==> config.mk <==
export PLATFORM = sky130hd
export DESIGN_NAME = rob_commit_unit_flat
export DESIGN_NICKNAME = d
export VERILOG_FILES = /design/src/rtl/rob_commit_unit_if.sv /design/src/rtl/rob_commit_unit.sv /design/src/flat_wrapper.sv
export SDC_FILE = /design/constraint.sdc
export NUM_CORES = 1
export LEC_CHECK = 0
export CORE_MARGIN = 4
export CORE_UTILIZATION = 44
export CTS_CLUSTER_SIZE = 20
export DETAILED_ROUTE_END_ITERATION = 10
export PLACE_DENSITY = 0.89
export SYNTH_ARGS = -nofsm -noshare
export SYNTH_HDL_FRONTEND = slang
export SYNTH_SLANG_ARGS = --single-unit
==> constraint.sdc <==
create_clock -name clk -period 2.35 [get_ports clk]
set_input_delay 0.235 -clock clk [delete_from_list [all_inputs] [get_ports clk]]
set_output_delay 0.235 -clock clk [all_outputs]
set_load 0.01 [all_outputs]
==> src/rtl/rob_commit_unit_if.sv <==
// Head-of-ROB, register-file write and store-memory signals of the commit stage.
interface rob_commit_unit_if #(
    parameter int unsigned ADDRESS_WIDTH = 10,
    parameter int unsigned DATA_WIDTH    = 32,
    parameter int unsigned TAG_WIDTH     = 7,
    parameter int unsigned RF_WIDTH      = 5
);
    // ROB head entry
    logic                     head_valid;
    logic                     head_done;
    logic [TAG_WIDTH-1:0]     head_tag;
    logic [RF_WIDTH-1:0]      head_rd;
    logic [DATA_WIDTH-1:0]    head_data;
    logic                     head_isStore;
    logic [ADDRESS_WIDTH-1:0] head_address;
    logic                     rob_pop;

    // register-file writeback
    logic                     rf_we;
    logic [RF_WIDTH-1:0]      rf_rd;
    logic [DATA_WIDTH-1:0]    rf_data;
    logic [TAG_WIDTH-1:0]     rf_tag;

    // data-memory store handshake
    logic                     st_req;
    logic [ADDRESS_WIDTH-1:0] st_address;
    logic [DATA_WIDTH-1:0]    st_data;
    logic                     st_ack;

    // commit unit side
    modport master (
        input  head_valid, head_done, head_tag, head_rd, head_data,
               head_isStore, head_address, st_ack,
        output rob_pop, rf_we, rf_rd, rf_data, rf_tag,
               st_req, st_address, st_data
    );

    // ROB / register file / memory side
    modport slave (
        output head_valid, head_done, head_tag, head_rd, head_data,
               head_isStore, head_address, st_ack,
        input  rob_pop, rf_we, rf_rd, rf_data, rf_tag,
               st_req, st_address, st_data
    );
endinterface

==> src/rtl/rob_commit_unit.sv <==
// In-order retirement of the ROB head: register writeback or store via req/ack.
module rob_commit_unit #(
    parameter int unsigned ADDRESS_WIDTH = 10,
    parameter int unsigned DATA_WIDTH    = 32,
    parameter int unsigned TAG_WIDTH     = 7,
    parameter int unsigned RF_WIDTH      = 5,
    parameter int unsigned COUNT_WIDTH   = 32
) (
    input  logic                   clk,
    input  logic                   rst,
    input  logic                   halt,
    input  logic                   flush,
    rob_commit_unit_if.master      bus,
    output logic [COUNT_WIDTH-1:0] retired_count,
    output logic                   busy
);

    typedef enum logic [0:0] {
        RUN        = 1'b0,
        STORE_WAIT = 1'b1
    } state_t;

    state_t state;
    state_t state_next;

    logic                     commit_ok;
    logic                     pop;

    logic                     rf_we_q,      rf_we_next;
    logic [RF_WIDTH-1:0]      rf_rd_q,      rf_rd_next;
    logic [DATA_WIDTH-1:0]    rf_data_q,    rf_data_next;
    logic [TAG_WIDTH-1:0]     rf_tag_q,     rf_tag_next;
    logic                     st_req_q,     st_req_next;
    logic [ADDRESS_WIDTH-1:0] st_address_q, st_address_next;
    logic [DATA_WIDTH-1:0]    st_data_q,    st_data_next;
    logic [COUNT_WIDTH-1:0]   count_q,      count_next;

    // head may retire only when ready and not held off
    assign commit_ok = bus.head_valid & bus.head_done & ~halt & ~flush;

    // state register
    always_ff @(posedge clk) begin
        if (rst) begin
            state <= RUN;
        end else begin
            state <= state_next;
        end
    end

    // next state: a ready store parks here until memory accepts it
    always_comb begin
        state_next = state;
        case (state)
            RUN: begin
                if (commit_ok && bus.head_isStore) begin
                    state_next = STORE_WAIT;
                end
            end
            STORE_WAIT: begin
                if (bus.st_ack) begin
                    state_next = RUN;
                end
            end
            default: state_next = RUN;
        endcase
    end

    // outputs: same-cycle pop plus next values of the registered outputs
    always_comb begin
        pop             = 1'b0;
        rf_we_next      = 1'b0;
        rf_rd_next      = rf_rd_q;
        rf_data_next    = rf_data_q;
        rf_tag_next     = rf_tag_q;
        st_req_next     = st_req_q;
        st_address_next = st_address_q;
        st_data_next    = st_data_q;
        count_next      = count_q;
        case (state)
            RUN: begin
                if (commit_ok && !bus.head_isStore) begin
                    pop          = 1'b1;
                    rf_we_next   = (bus.head_rd != RF_WIDTH'(0));
                    rf_rd_next   = bus.head_rd;
                    rf_data_next = bus.head_data;
                    rf_tag_next  = bus.head_tag;
                    count_next   = count_q + COUNT_WIDTH'(1);
                end else if (commit_ok && bus.head_isStore) begin
                    st_req_next     = 1'b1;
                    st_address_next = bus.head_address;
                    st_data_next    = bus.head_data;
                end
            end
            STORE_WAIT: begin
                // halt/flush ignored: the store is already committed
                if (bus.st_ack) begin
                    pop         = 1'b1;
                    st_req_next = 1'b0;
                    count_next  = count_q + COUNT_WIDTH'(1);
                end
            end
            default: begin
                st_req_next = 1'b0;
            end
        endcase
    end

    // registered outputs
    always_ff @(posedge clk) begin
        if (rst) begin
            rf_we_q      <= 1'b0;
            rf_rd_q      <= '0;
            rf_data_q    <= '0;
            rf_tag_q     <= '0;
            st_req_q     <= 1'b0;
            st_address_q <= '0;
            st_data_q    <= '0;
            count_q      <= '0;
        end else begin
            rf_we_q      <= rf_we_next;
            rf_rd_q      <= rf_rd_next;
            rf_data_q    <= rf_data_next;
            rf_tag_q     <= rf_tag_next;
            st_req_q     <= st_req_next;
            st_address_q <= st_address_next;
            st_data_q    <= st_data_next;
            count_q      <= count_next;
        end
    end

    assign bus.rob_pop    = pop;
    assign bus.rf_we      = rf_we_q;
    assign bus.rf_rd      = rf_rd_q;
    assign bus.rf_data    = rf_data_q;
    assign bus.rf_tag     = rf_tag_q;
    assign bus.st_req     = st_req_q;
    assign bus.st_address = st_address_q;
    assign bus.st_data    = st_data_q;
    assign retired_count  = count_q;
    assign busy           = (state == STORE_WAIT);

endmodule
==> src/flat_wrapper.sv <==
// flat-port wrapper written by rule: the top's interface ports become plain ports
module rob_commit_unit_flat 
#(
    parameter int unsigned ADDRESS_WIDTH = 10,
    parameter int unsigned DATA_WIDTH    = 32,
    parameter int unsigned TAG_WIDTH     = 7,
    parameter int unsigned RF_WIDTH      = 5,
    parameter int unsigned COUNT_WIDTH   = 32
)
  (clk, rst, halt, flush, retired_count, busy, bus_head_valid, bus_head_done, bus_head_tag, bus_head_rd, bus_head_data, bus_head_isStore, bus_head_address, bus_st_ack, bus_rob_pop, bus_rf_we, bus_rf_rd, bus_rf_data, bus_rf_tag, bus_st_req, bus_st_address, bus_st_data);
  rob_commit_unit_if #(.ADDRESS_WIDTH(ADDRESS_WIDTH), .DATA_WIDTH(DATA_WIDTH), .TAG_WIDTH(TAG_WIDTH), .RF_WIDTH(RF_WIDTH)) bus_i ();
  input  logic clk;
  input  logic rst;
  input  logic halt;
  input  logic flush;
  output logic [COUNT_WIDTH-1:0] retired_count;
  output logic busy;
  input wire logic [$bits(bus_i.head_valid)-1:0] bus_head_valid;
  input wire logic [$bits(bus_i.head_done)-1:0] bus_head_done;
  input wire logic [$bits(bus_i.head_tag)-1:0] bus_head_tag;
  input wire logic [$bits(bus_i.head_rd)-1:0] bus_head_rd;
  input wire logic [$bits(bus_i.head_data)-1:0] bus_head_data;
  input wire logic [$bits(bus_i.head_isStore)-1:0] bus_head_isStore;
  input wire logic [$bits(bus_i.head_address)-1:0] bus_head_address;
  input wire logic [$bits(bus_i.st_ack)-1:0] bus_st_ack;
  output wire logic [$bits(bus_i.rob_pop)-1:0] bus_rob_pop;
  output wire logic [$bits(bus_i.rf_we)-1:0] bus_rf_we;
  output wire logic [$bits(bus_i.rf_rd)-1:0] bus_rf_rd;
  output wire logic [$bits(bus_i.rf_data)-1:0] bus_rf_data;
  output wire logic [$bits(bus_i.rf_tag)-1:0] bus_rf_tag;
  output wire logic [$bits(bus_i.st_req)-1:0] bus_st_req;
  output wire logic [$bits(bus_i.st_address)-1:0] bus_st_address;
  output wire logic [$bits(bus_i.st_data)-1:0] bus_st_data;
  assign bus_i.head_valid = bus_head_valid;
  assign bus_i.head_done = bus_head_done;
  assign bus_i.head_tag = bus_head_tag;
  assign bus_i.head_rd = bus_head_rd;
  assign bus_i.head_data = bus_head_data;
  assign bus_i.head_isStore = bus_head_isStore;
  assign bus_i.head_address = bus_head_address;
  assign bus_i.st_ack = bus_st_ack;
  assign bus_rob_pop = bus_i.rob_pop;
  assign bus_rf_we = bus_i.rf_we;
  assign bus_rf_rd = bus_i.rf_rd;
  assign bus_rf_data = bus_i.rf_data;
  assign bus_rf_tag = bus_i.rf_tag;
  assign bus_st_req = bus_i.st_req;
  assign bus_st_address = bus_i.st_address;
  assign bus_st_data = bus_i.st_data;
  rob_commit_unit #(.ADDRESS_WIDTH(ADDRESS_WIDTH), .DATA_WIDTH(DATA_WIDTH), .TAG_WIDTH(TAG_WIDTH), .RF_WIDTH(RF_WIDTH), .COUNT_WIDTH(COUNT_WIDTH)) u_core (.clk(clk), .rst(rst), .halt(halt), .flush(flush), .bus(bus_i), .retired_count(retired_count), .busy(busy));
endmodule
==> metrics.cfg <==
[pwr]
ir_drop_v=0.0004712
p_leak_nw=2.377
p_per_area_nw_per_um2=636.4
finalPower_mw=4.642

[synthesis]
ys_ff_latch=121
syn_area_per_cell_um2=8.018
synth.most_common_cell=nand2_1
synth_flop_cell=dfxtp_1
netlist_area_um2=4731
ys_seq_area_share_pct=51.20
async_flop_share_pct=0
synth.distinct_cells=35
yosysWarnings=0
synth_common_cells=nand2_1, dfxtp_1, a21oi_1
synth_nets=653
synthTopCellsByArea=dfxtp_1, nand2_1, a21oi_1, or4_1, clkbuf_1
synth_edf_count=0
synthCells=590
netlist.area_leader.share_pct=51.20
synth_area_leader_cell=dfxtp_1

[grt]
groute.layer.met2.usage_pct=40.53
grt_max_degree=53
grt_usage_pct=24.21
use_met3_pct=10.82
grt_pass1_vias=4988
met1_usage_pct=26.50
antenna_found_initial=0
grt_busiest_layer=met2
grt_pass1_wl_mm=24.71
grt_overflow=0

[run_status]
outcome=completed

[timing]
max-slew-margin-rel_pct=64.41
setup_tns_ns=0
finalMaxSlewViolations=0
period_needed_ns=2.240
fin_skew_ns=0.008860
rsz0062_at_grt=no
hold_viol_final=0
finalCritPeriodShare_pct=95.32
fmaxAchievable_ghz=0.4464
worst_pin_slew_ns=0.5338
finalSetupViolCount=0

[placement]
gp_congestion=0.8523
numPortBuffers=183
place_area_um2=6720
dpl.hpwl_mm=10.35

[die]
die_h_um=111.7
num_rows=37
die_x_um=111.7
dieArea_um2=12470
initial_core_util_pct=45.42
core_um2=10420
pin_count=184

[min_path]
hold_class=in2reg

[detailed_routing]
viasPerCell=5.538
ant_nets=0
drt-wirelength-per-cell_um=16.55
drt-initial-drc-count=350
drcViolationCount=0
routed_wl_mm=15.14
num_vias=5067
firstDrtPassIters=5

[setup_path]
regToRegStartpoint=u_core.retired_count[1]$_SDFFE_PP0P_
cp-endpoint=bus_rob_pop
required_ns=2.12
rr_worst_depth=5
crit_type=reg2out
path_max_fanout=29
crit_buf_inv=3
crit_arrival_ns=2.01
rrSetupSlack_ns=0.23
path_cells=and4bb_4 > a21oi_4 > buf_12 > inv_1 > clkdlybuf4s50_1
crit_start=u_core.busy$_SDFF_PP0_
cp-end-kind=output port
crit_family=buffers and inverters
max_stage_delay_ns=0.52
critPathSlowestCell=clkdlybuf4s50_1
r2r_end=u_core.retired_count[16]$_SDFFE_PP0P_
start_kind=register
path_depth=5

[cts]
path_clk_slew_ns=0.06
root_buffer=clkbuf_8
cts_tree=built
clkLatencyLatePin_ns=0.52
clock_path_buffers=2
cts_made_buffers=17
clock_sinks=121
htreeDepth=4

[finish]
nNetsFinal=829
diodes=0
syn_to_final_growth_pct=54.19
drive_above_1_share_pct=7.445
fin_area_um2=7295
utilization_pct=70.03

[job]
cap_violations=0

## metal layers
layer / routed length, µm / vias up
li1: - / 2396
met1: 5585 / 2379
met2: 7478 / 270
met3: 1751 / 22
met4: 326 / 0
met5: 0 / -
## state kept, by name, indices dropped and copies added, names as in the netlist
| name | flops |
|---|---|
| u_core.bus.rf_data | 32 |
| u_core.bus.st_data | 32 |
| u_core.retired_count | 32 |
| u_core.bus.st_address | 10 |
| u_core.bus.rf_tag | 7 |
| u_core.bus.rf_rd | 5 |
| u_core.bus.rf_we | 1 |
| u_core.bus.st_req | 1 |
| u_core.busy | 1 |
## cell type report
cell class	instances	area (µm²)
Multi-Input combinational cell	421	2142
Clock buffer	19	431.7
Clock inverter	13	98.84
Fill cell	765	3122
Timing Repair Buffer	201	2014
Inverter	4	15.01
Sequential cell	121	2422
Tap cell	136	170.2
## cell families after synthesis
logic type,after synthesis,share of synthesized area (%)
buffers and inverters,48,3.835
muxes,6,1.402
and+or+nand+nor,275,27.37
adders and majority gates,1,0.2644
xor gates and xnor gates,1,0.1852
AOI/OAI and AO/OA,138,15.74
DFF,121,51.20
## worst min-delay path by stage
stage,startpoint,endpoint,slack (ns),cells past startpoint
after floorplan,bus_head_data[0],u_core.bus.rf_data[0]$_SDFFE_PP0P_,0.37,2
after global placement,u_core.bus.st_data[28]$_SDFFE_PP0P_,u_core.bus.st_data[28]$_SDFFE_PP0P_,0.44,2
after detailed placement,u_core.bus.rf_data[17]$_SDFFE_PP0P_,u_core.bus.rf_data[17]$_SDFFE_PP0P_,0.45,2
after CTS,rst,u_core.retired_count[1]$_SDFFE_PP0P_,0.18,2
after global routing,rst,u_core.retired_count[1]$_SDFFE_PP0P_,0.21,2
final,rst,u_core.retired_count[17]$_SDFFE_PP0P_,0.20,2
## per-stage QoR
step | hold WS, ns | instances | worst slack (ns)
after floorplan | 0.3710 | 590 | 0.3815
after global placement | 0.4397 | 881 | 0.1675
after detailed placement | 0.4457 | 881 | 0.1453
after CTS | 0.1786 | 915 | 0.03117
after global routing | 0.2075 | 915 | 0.02659
final | 0.1987 | 915 | 0.1099
## report_power, final
| group | total, mW | internal [mW] | switching (mW) |
|---|---|---|---|
| Sequential | 2.08 | 2.07 | 0.0107 |
| Clock | 2.29 | 1.33 | 0.961 |
| Combinational | 0.273 | 0.152 | 0.121 |
| Total | 4.64 | 3.55 | 1.09 |
## layout by cell type, fill, tap and decap left out, types with 3 or more instances in the layout
cell               n
nand2_1          182
clkdlybuf4s50_1  182
dfxtp_1          121
a21oi_1          112
or4_1             21
clkbuf_16         16
buf_4             16
o31ai_1           14
nor2_1            11
nand4_1           11
nand3_1           10
or3_1              9
o21ai_0            6
clkinvlp_4         6
nor2b_1            5
o41ai_1            5
inv_1              4
mux2_2             4
or4b_1             4
and2_1             3
and4_1             3
nor4b_1            3
clkinv_4           3
## what timing repair did
action | CTS | global route
pin swaps | 1 | 0
gates cloned | 1 | 0
buffers inserted | 1 | 0
endpoints found under the setup margin | 1 | 1
hold buffers | 0 | 0
gates resized for setup | 0 | 1
Note: power is estimated with default switching activity, not from simulation.
